<file path="config.mk">
export PLATFORM = sky130hd
export DESIGN_NAME = ws2812_rx
export DESIGN_NICKNAME = d
export VERILOG_FILES = /design/src/rtl/ws2812_pkg.sv /design/src/rtl/ws2812_sync.sv /design/src/rtl/ws2812_rx.sv
export SDC_FILE = /design/constraint.sdc
export NUM_CORES = 1
export LEC_CHECK = 0
export CAP_MARGIN = 5
export CORE_MARGIN = 4
export CORE_UTILIZATION = 50
export CTS_CLUSTER_DIAMETER = 200
export DETAILED_ROUTE_END_ITERATION = 6
export GPL_TIMING_DRIVEN = 1
export HOLD_SLACK_MARGIN = 0.03
export PLACE_DENSITY = 0.78
export SLEW_MARGIN = 30
export SYNTH_ARGS = -nofsm -noshare
export SYNTH_HDL_FRONTEND = slang
export SYNTH_HIERARCHICAL = 1
export SYNTH_SLANG_ARGS = --single-unit
</file>
<file path="constraint.sdc">
create_clock -name clk -period 3.56 [get_ports clk]
set_input_delay 0.712 -clock clk [delete_from_list [all_inputs] [get_ports clk]]
set_output_delay 0.712 -clock clk [all_outputs]
set_load 0.05 [all_outputs]
</file>
<file path="src/rtl/ws2812_pkg.sv">
// Shared WS2812 definitions: receiver FSM state encoding, ns-to-cycle conversion and
// default timing constants (also used by the transmitter).
package ws2812_pkg;

    typedef enum logic [1:0] {
        ST_SYNC = 2'd0,
        ST_IDLE = 2'd1,
        ST_HIGH = 2'd2,
        ST_LOW  = 2'd3
    } ws2812_state_e;

    localparam int unsigned DEF_CLK_HZ      = 27_000_000;
    localparam int unsigned DEF_T_THRESH_NS = 600;
    localparam int unsigned DEF_T_MIN_NS    = 150;
    localparam int unsigned DEF_T_MAX_NS    = 5000;
    localparam int unsigned DEF_T_RESET_NS  = 50000;

    // Rounds up so a timing limit is never undercut by truncation.
    function automatic int unsigned ns_to_cyc(input int unsigned ns, input int unsigned clk_hz);
        return 32'((64'(ns) * 64'(clk_hz) + 64'd999_999_999) / 64'd1_000_000_000);
    endfunction

endpackage

</file>
<file path="src/rtl/ws2812_sync.sv">
// Two-flop synchronizer for the WS2812 data line, plus one history flop for edge pulses.
module ws2812_sync (
    input  logic clk,
    input  logic rst,
    input  logic din,
    output logic ds,
    output logic rise,
    output logic fall
);
    // sr[1:0] is the synchronizer proper; sr[2] holds the previous ds for edge detection.
    logic [2:0] sr;

    always_ff @(posedge clk or negedge rst) begin
        if (!rst) sr <= '0;
        else      sr <= {sr[1:0], din};
    end

    assign ds   = sr[1];
    assign rise = sr[1] & ~sr[2];
    assign fall = ~sr[1] & sr[2];
endmodule

</file>
<file path="src/rtl/ws2812_rx.sv">
// WS2812 receiver: decodes 24-bit GRB words, flags frame latches and malformed pulses.
// Define WS2812_RX_FORWARD_EN for daisy-chain mode (word 0 only, remainder forwarded on dout).
module ws2812_rx
    import ws2812_pkg::*;
#(
    parameter int unsigned CLK_HZ      = DEF_CLK_HZ,
    parameter int unsigned T_THRESH_NS = DEF_T_THRESH_NS,
    parameter int unsigned T_MIN_NS    = DEF_T_MIN_NS,
    parameter int unsigned T_MAX_NS    = DEF_T_MAX_NS,
    parameter int unsigned T_RESET_NS  = DEF_T_RESET_NS
) (
    input  logic        clk,
    input  logic        rst,
    input  logic        din,
    output logic [23:0] color,
    output logic        valid,
    output logic [7:0]  pix_idx,
    output logic        latch,
    output logic        err,
    output logic        dout
);
    localparam int unsigned THRESH_CYC = ns_to_cyc(T_THRESH_NS, CLK_HZ);
    localparam int unsigned MIN_CYC    = ns_to_cyc(T_MIN_NS, CLK_HZ);
    localparam int unsigned MAX_CYC    = ns_to_cyc(T_MAX_NS, CLK_HZ);
    localparam int unsigned RESET_CYC  = ns_to_cyc(T_RESET_NS, CLK_HZ);
    localparam int HW = $clog2(MAX_CYC + 1);
    localparam int LW = $clog2(RESET_CYC + 1);

    localparam logic [HW-1:0] THRESH_C = HW'(THRESH_CYC);
    localparam logic [HW-1:0] MIN_C    = HW'(MIN_CYC);
    localparam logic [HW-1:0] MAX_C    = HW'(MAX_CYC);
    localparam logic [HW-1:0] MAX_M1   = HW'(MAX_CYC - 1);
    localparam logic [LW-1:0] RESET_M1 = LW'(RESET_CYC - 1);

    localparam logic [1:0] S_SYNC = ST_SYNC;
    localparam logic [1:0] S_IDLE = ST_IDLE;
    localparam logic [1:0] S_HIGH = ST_HIGH;
    localparam logic [1:0] S_LOW  = ST_LOW;

    logic          ds, rise, fall;
    logic [1:0]    state;
    logic [HW-1:0] high_cnt;
    logic [LW-1:0] low_cnt;
    logic [23:0]   shift;
    logic [4:0]    bit_cnt;
    logic [7:0]    word_cnt;
    logic          rise_pend;
    logic          decode_ok;

    ws2812_sync u_sync (
        .clk  (clk),
        .rst  (rst),
        .din  (din),
        .ds   (ds),
        .rise (rise),
        .fall (fall)
    );

`ifdef WS2812_RX_FORWARD_EN
    logic fwd;
    assign decode_ok = (word_cnt == 8'd0);
    // fwd is only set while ds is low, so forwarding always begins on a clean rising edge.
    assign dout = fwd & ds;
`else
    assign decode_ok = 1'b1;
    assign dout = 1'b0;
`endif

    always_ff @(posedge clk or negedge rst) begin
        if (!rst) begin
            state     <= S_SYNC;
            high_cnt  <= '0;
            low_cnt   <= '0;
            shift     <= '0;
            bit_cnt   <= '0;
            word_cnt  <= '0;
            rise_pend <= 1'b0;
            color     <= '0;
            pix_idx   <= '0;
            valid     <= 1'b0;
            latch     <= 1'b0;
            err       <= 1'b0;
`ifdef WS2812_RX_FORWARD_EN
            fwd       <= 1'b0;
`endif
        end else begin
            valid     <= 1'b0;
            latch     <= 1'b0;
            err       <= 1'b0;
            rise_pend <= 1'b0;

            // Publish one cycle after the 24th bit lands in the shift register.
            if (bit_cnt == 5'd24) begin
                bit_cnt <= '0;
                if (word_cnt != 8'hFF) word_cnt <= word_cnt + 8'd1;
                if (decode_ok) begin
                    color   <= shift;
                    valid   <= 1'b1;
                    pix_idx <= word_cnt;
                end
`ifdef WS2812_RX_FORWARD_EN
                fwd <= 1'b1;
`endif
            end

            case (state)
                S_SYNC: begin
                    if (ds) begin
                        low_cnt <= '0;
                    end else if (low_cnt == RESET_M1) begin
                        // A full gap marks a frame boundary; the next frame starts at word 0.
                        low_cnt  <= '0;
                        word_cnt <= '0;
                        bit_cnt  <= '0;
                        shift    <= '0;
                        state    <= S_IDLE;
                    end else begin
                        low_cnt <= low_cnt + LW'(1);
                    end
                end
                S_IDLE: begin
                    if (rise || rise_pend) begin
                        high_cnt <= HW'(1);
                        state    <= S_HIGH;
                    end
                end
                S_HIGH: begin
                    if (fall && high_cnt >= MIN_C) begin
                        shift   <= {shift[22:0], (high_cnt >= THRESH_C)};
                        bit_cnt <= bit_cnt + 5'd1;
                        low_cnt <= '0;
                        state   <= S_LOW;
                    end else if (fall || high_cnt == MAX_M1) begin
                        high_cnt <= fall ? high_cnt : MAX_C;
                        err      <= 1'b1;
                        bit_cnt  <= '0;
                        shift    <= '0;
                        low_cnt  <= '0;
                        state    <= S_SYNC;
`ifdef WS2812_RX_FORWARD_EN
                        fwd      <= 1'b0;
`endif
                    end else begin
                        high_cnt <= high_cnt + HW'(1);
                    end
                end
                S_LOW: begin
                    if (low_cnt == RESET_M1) begin
                        // Latch takes priority; a coincident rising edge is replayed from IDLE.
                        latch     <= 1'b1;
                        err       <= (bit_cnt != 5'd0);
                        rise_pend <= rise;
                        word_cnt  <= '0;
                        bit_cnt   <= '0;
                        shift     <= '0;
                        low_cnt   <= '0;
                        state     <= S_IDLE;
`ifdef WS2812_RX_FORWARD_EN
                        fwd       <= 1'b0;
`endif
                    end else if (rise) begin
                        high_cnt <= HW'(1);
                        state    <= S_HIGH;
                    end else begin
                        low_cnt <= low_cnt + LW'(1);
                    end
                end
                default: state <= S_SYNC;
            endcase
        end
    end
endmodule

</file>
Yosys cells after proc, flatten, opt, wreduce, memory -nomap -nowiden
Cells that the tools add are included.

Flip-flop bits (word level): 97. Latch bits: 0. RAM bits: 0. ROM bits: 0. Input port bits: 3. Output and inout port bits: 36. Logic and storage cells: 98. Memories: 0.

$add $sub $neg: 4. Multipliers: 0. Divide/modulo/power cells: 0. $lt $le $gt $ge: 2. Equality and inequality tests: 17. Shift-type cells: 0. Multiplexer cells: 47. Bitwise operators: 4. Reduce and logical (&&, ||, !) cells: 11.

Operators with widths (count): 2-to-1 mux 24 bit (4); 2-to-1 mux 8 bit (10); one-hot mux 24 bit (3 select lines) (1); 2-to-1 mux 11 bit (6); one-hot mux 11 bit (3 select lines) (1); 2-to-1 mux 5 bit (5); one-hot mux 8 bit (3 select lines) (1); adder 8 x 1 -> 8 bit (second input constant) (2); one-hot mux 8 bit (2 select lines) (1); one-hot mux 5 bit (3 select lines) (1); 2-to-1 mux 2 bit (7); != test 2 bit (second input constant) (6); != test 3 bit (second input constant) (4); adder 11 x 1 -> 11 bit (second input constant) (1); equality test 11 bit (second input constant) (1); equality test 8 bit (second input constant) (1); greater-or-equal comparator 8 x 3 -> 1 bit (second input constant) (1); greater-or-equal comparator 8 x 5 -> 1 bit (second input constant) (1); 2-to-1 mux 1 bit (8); != test 8 bit (second input constant) (1); one-hot mux 2 bit (4 select lines) (1); AND reduction 3 bit (2); AND reduction 6 bit (1); nonzero test 3 bit (2); 12 further kinds (16).

Longest topological paths before layout
Depth in word-level cells: 6. Mapped depth: 10. Depth with buffers taken out: 9.

Cells and area by module
The synthesis kept the hierarchy.

By module, submodules not included: ws2812_rx (times used 1, cells an instance 485, area each 4529.3 sq um, sequential area each 2352.3 sq um); ws2812_sync (times used 1, cells an instance 5, area each 90.1 sq um, sequential area each 75.1 sq um).

Least setup slack after synthesis
No wires, ideal clock.

Kind: reg-to-reg. From: reg high_cnt[1]. To: reg shift[1]. Setup time: 132 ps. Arrival: 1723 ps. Data required time: 3428 ps. Slack: 1705 ps. Stages on the path, launching flop included: 10. Buffers on the path: 2. Period minus slack after synthesis: 1855 ps. Path through: dfrtp_1 inv_1 ha_1 nand2b_1 a2111oi_4 and3b_1 buf_6 buf_6 nand2_2 o21ai_1.

Cells in the longest elaborated chain, start to end: 4. Elaborated cells between the ends (all ways): 8. Those cells by class: order compare: 1; eq/ne: 2; mux: 2; reduce/logical: 3.

RTL lines: start: declaration (RTL line ws2812_rx.sv:42) `logic [HW-1:0] high_cnt;`; start signal: assignment (RTL line ws2812_rx.sv:134) `high_cnt <= fall ? high_cnt : MAX_C;`; start signal: assignment (RTL line ws2812_rx.sv:144) `high_cnt <= high_cnt + HW'(1);`; greater-or-equal comparator 8 x 3 -> 1 bit or equality test 8 bit (tied branches) (RTL line ws2812_rx.sv:128, ws2812_rx.sv:133); logical AND 1 bit or logical OR 1 bit (tied branches) (RTL line ws2812_rx.sv:128, ws2812_rx.sv:133); != test 3 bit (no line) or 2-to-1 mux 24 bit (tied branches); AND reduction 3 bit (no line) or one-hot mux 24 bit (3 select lines) (tied branches); end signal: assignment (RTL line ws2812_rx.sv:129) `shift <= {shift[22:0], (high_cnt >= THRESH_C)};`; end: declaration (RTL line ws2812_rx.sv:44) `logic [23:0] shift;`.

Parallel ways exist; a longest one is shown, timed or not. A chain may end at the register's enable or synchronous reset.

Worst setup path in the final report
From: reg state[1]. To: reg high_cnt[5].

Cells in the longest elaborated chain, start to end: 3. Elaborated cells between the ends (all ways): 11. Those cells by class: eq/ne: 8; mux: 1; reduce/logical: 2.

RTL lines: start: declaration (RTL line ws2812_rx.sv:41) `logic [1:0] state;`; start signal: assignment (RTL line ws2812_rx.sv:71) `state <= S_SYNC;`; start signal: assignment (RTL line ws2812_rx.sv:116) `state <= S_IDLE;`; start signal: assignment (RTL line ws2812_rx.sv:124) `state <= S_HIGH;`; equality test 2 bit or equality test 2 x 1 -> 1 bit (tied branches) (RTL line ws2812_rx.sv:106) `case (state)`; != test 3 bit (no line) (tied with other cells); AND reduction 6 bit (no line).

Parallel ways exist; a longest one is shown, timed or not.

==> impl_metrics.csv <==
group,metric,value,unit
synthesis,syn-cell-area,4620,um2
sta,setup-tns-final,0,ps
global_routing,grt_pass1_wl,16000,um
global_routing,grt_antenna_before_repair,0,
power,p_leak,2.39,nW
placed_design,placed_area,5040,um2
synthesis,syn_nets,506,
clocking,numCtsBuffers,9,
sta,clock_skew,11.7,ps
synthesis,ys_ff_latch,97,
sta,timing.final.ws_setup,1210,ps
finish,synthToLayoutAreaGrowth,13.3,%
power,internal_power,1.39,mW
worst_setup_path,crit_path_max_incr_delay,420,ps
power,swShare,0.253,
global_routing,grt_usage,0.176,
routing,viasPerCell,5.47,
clocking,cts_buffer_depth,2,
finish,stdcell_area,5230,um2
sta,final_hold_viol_count,0,
global_routing,grt_max_degree,49,
global_routing,grt_remaining_overflow,0,
synthesis,ys_warn_count,6,
sta,slew_headroom,0.573,
finish,layout-drive-gt1-share,0.0928,
power,power.density,356,nW/um2
routing,firstDrtPassIters,4,
finish,nets,539,
worst_setup_path,critical_path_required,3830,ps
floorplan,die_x,104,um
sta,rsz0062_at_grt,"no",
worst_setup_path,arrival,2610,ps
clocking,cts_resized,0,
power,power_frac_comb,0.026,
routing,antenna_left,0,
worst_hold_path,hp-class,"in2async",
placed_design,place_ws,1270,ps
floorplan,die_h,104,um
job,maxCapViolCount,0,
sta,min_period,2350,ps
sta,max_clock_freq,426,MHz
sta,tightestPinTransition,636,ps
synthesis,ys_seq_area_frac,0.525,
worst_setup_path,path_max_fanout,11,
synthesis,syn_inst,490,
power,power_switching,472,uW
placed_design,place_congestion,0.881,
worst_setup_path,rr_worst_depth,7,
clocking,clk_pin_slew,100,ps
worst_setup_path,criticalPathCategory,"reg2reg",
floorplan,core,8850,um2
routing,wl_per_cell,13.9,um
power,power.clock.fraction,0.379,
clocking,cts_sinks,97,
finish,layout_common_cells,"153 x nand2_1, 97 x dfrtp_1, 41 x o21ai_1",
synthesis,synth-async-reset-ratio,1.00,
power,vdd_drop_max,0.202,mV
finish,final_common_cell,"nand2_1",
floorplan,design.die.area,10800,um2
clocking,clk_latency,380,ps
worst_setup_path,endpoint_kind,"register",
routing,drt_iter0_drc,161,
synthesis,yosysUniqueCellTypes,56,
sta,slew_viol_final,0,
clocking,post-cts-setup-buffers,0,
clocking,root_buffer,"clkbuf_8",
worst_setup_path,cp_slowest_cell,"dfrtp_1",
power,power_frac_seq,0.595,
global_routing,grt_pass1_vias,3405,
worst_setup_path,r2r_slack,1210,ps
worst_setup_path,cp_cell_sequence,"inv_1 -> ha_1 -> nor2b_1 -> o21bai_1 -> nand3b_1 -> or2_1 -> o41ai_1",
routing,drc,0,
floorplan,rows,34,
finish,fill_cells,752,
synthesis,synth_edf_count,0,
sta,finalCritPeriodShare,0.660,
worst_setup_path,reg2reg_from,"state[1]",
clocking,cts_tree,"built",
worst_setup_path,worst_setup_path_start_kind,"register",
clocking,htreeDepth,3,
synthesis,avgSynthCellArea,9.43,um2
placed_design,port_buffers,37,
routing,routed_wl,8840,um
finish,n_antenna_cell,0,
floorplan,io-pin-count,39,
clocking,ctsHoldBuffers,0,
sta,setup_violations,0,
worst_setup_path,worstReg2RegEnd,"high_cnt[5]",
run_status,status,"finished clean",
routing,num_vias,3476,
floorplan,start_util,0.522,
placed_design,dpl.hpwl,6070,um
synthesis,ys.flop_type,"dfrtp_1",
## critical path, delay by kind of cell, from the launching register on
kind	cells	cell delay (ps)
flip-flops	1	420
AO/OA/AOI/OAI	2	460
adder cells (fa/ha/maj)	1	310
AND/OR/NAND/NOR	3	960
buffers and inverters	1	90
## cell families (layout without fill, tap and decap cells)
family	Yosys count	in the layout	share of synthesized area
and+or+nand+nor	242	242	0.240
DFF	97	97	0.525
AOI/OAI and AO/OA	95	95	0.144
buffers and inverters	34	72	0.0393
adders and majority gates	13	13	0.0352
xor gates and xnor gates	6	6	0.0114
muxes	2	2	0.00433
other	1	1	0.000812
## state kept, by name, summed over array words and instances, names as in the netlist
name / cells
u_sync/sr: 3
low_cnt: 11
word_cnt: 8
rise_pend: 1
bit_cnt: 5
latch: 1
pix_idx: 8
err: 1
state: 2
high_cnt: 8
color: 24
shift: 24
valid: 1
## cell type report
cell class,instances,area [um2],area share
inverters,13,48.8,0.00932
clock buffers,9,124,0.0237
flip-flops and latches,97,2430,0.464
clock inverters,7,73.8,0.0141
well taps,108,135,0.0258
multi-input cells,359,2010,0.384
repair buffers,43,413,0.0789
## power groups by stage
stage / clock [mW] / combinational [mW] / sequential [mW]
2_1_floorplan: 0 / 0.0209 / 1.13
3_3_place_gp: 0 / 0.0486 / 1.13
3_5_place_dp: 0 / 0.0502 / 1.13
4_1_cts: 0.723 / 0.0503 / 1.11
5_1_grt: 0.778 / 0.0562 / 1.11
6_report: 0.707 / 0.0477 / 1.11
## through the flow
stage,cells,hold slack (ps),power (mW),utilization
after floorplan,490,331,1.15,-
after global placement,620,334,1.18,0.569
after detailed placement,620,343,1.18,0.569
after CTS,636,342,1.88,0.591
after global routing,636,353,1.95,0.591
final,636,319,1.87,0.591
## layer usage
layer | vias up | global-route usage | part of all wire
li1 | 1726 | - | -
met2 | 78 | 0.280 | 0.47
met5 | - | 0 | 0
met4 | 0 | 0.0760 | 0.017
met1 | 1661 | 0.238 | 0.48
met3 | 11 | 0.0286 | 0.036
## how the worst max path moves through the flow
| stage | slack, ps | from | to |
|---|---|---|---|
| floorplan | 1710 | high_cnt[1] | shift[1] |
| global placement | 1240 | high_cnt[1] | bit_cnt[1] |
| detailed placement | 1270 | state[1] | high_cnt[5] |
| CTS | 1230 | state[1] | high_cnt[5] |
| global route | 980 | low_cnt[1] | word_cnt[6] |
| finish | 1210 | state[1] | high_cnt[5] |
## synth_stat cells, drive strengths merged, types with 2 or more instances
cell type / count / area share
a21o: 2 / 0.0032
a21oi: 5 / 0.0054
a2bb2oi: 2 / 0.0038
a31oi: 7 / 0.0095
a41oi: 3 / 0.0073
and2: 3 / 0.0041
and3: 8 / 0.011
buf: 11 / 0.021
clkbuf: 10 / 0.0081
dfrtp: 97 / 0.53
ha: 13 / 0.035
inv: 12 / 0.0098
mux2i: 2 / 0.0043
nand2: 163 / 0.14
nand2b: 7 / 0.0095
nand3: 11 / 0.012
nand3b: 3 / 0.0049
nand4: 2 / 0.0027
nand4b: 2 / 0.0070
nand4bb: 2 / 0.0049
nor2: 22 / 0.018
nor2b: 2 / 0.0027
nor3: 7 / 0.0087
nor4: 2 / 0.0027
nor4b: 2 / 0.0038
o211ai: 2 / 0.0054
o21ai: 49 / 0.053
o31ai: 13 / 0.023
o32ai: 2 / 0.0038
o41ai: 4 / 0.012
or3: 2 / 0.0038
xnor2: 2 / 0.0038
xor2: 4 / 0.0076
Power figures use the tool's default switching activity.
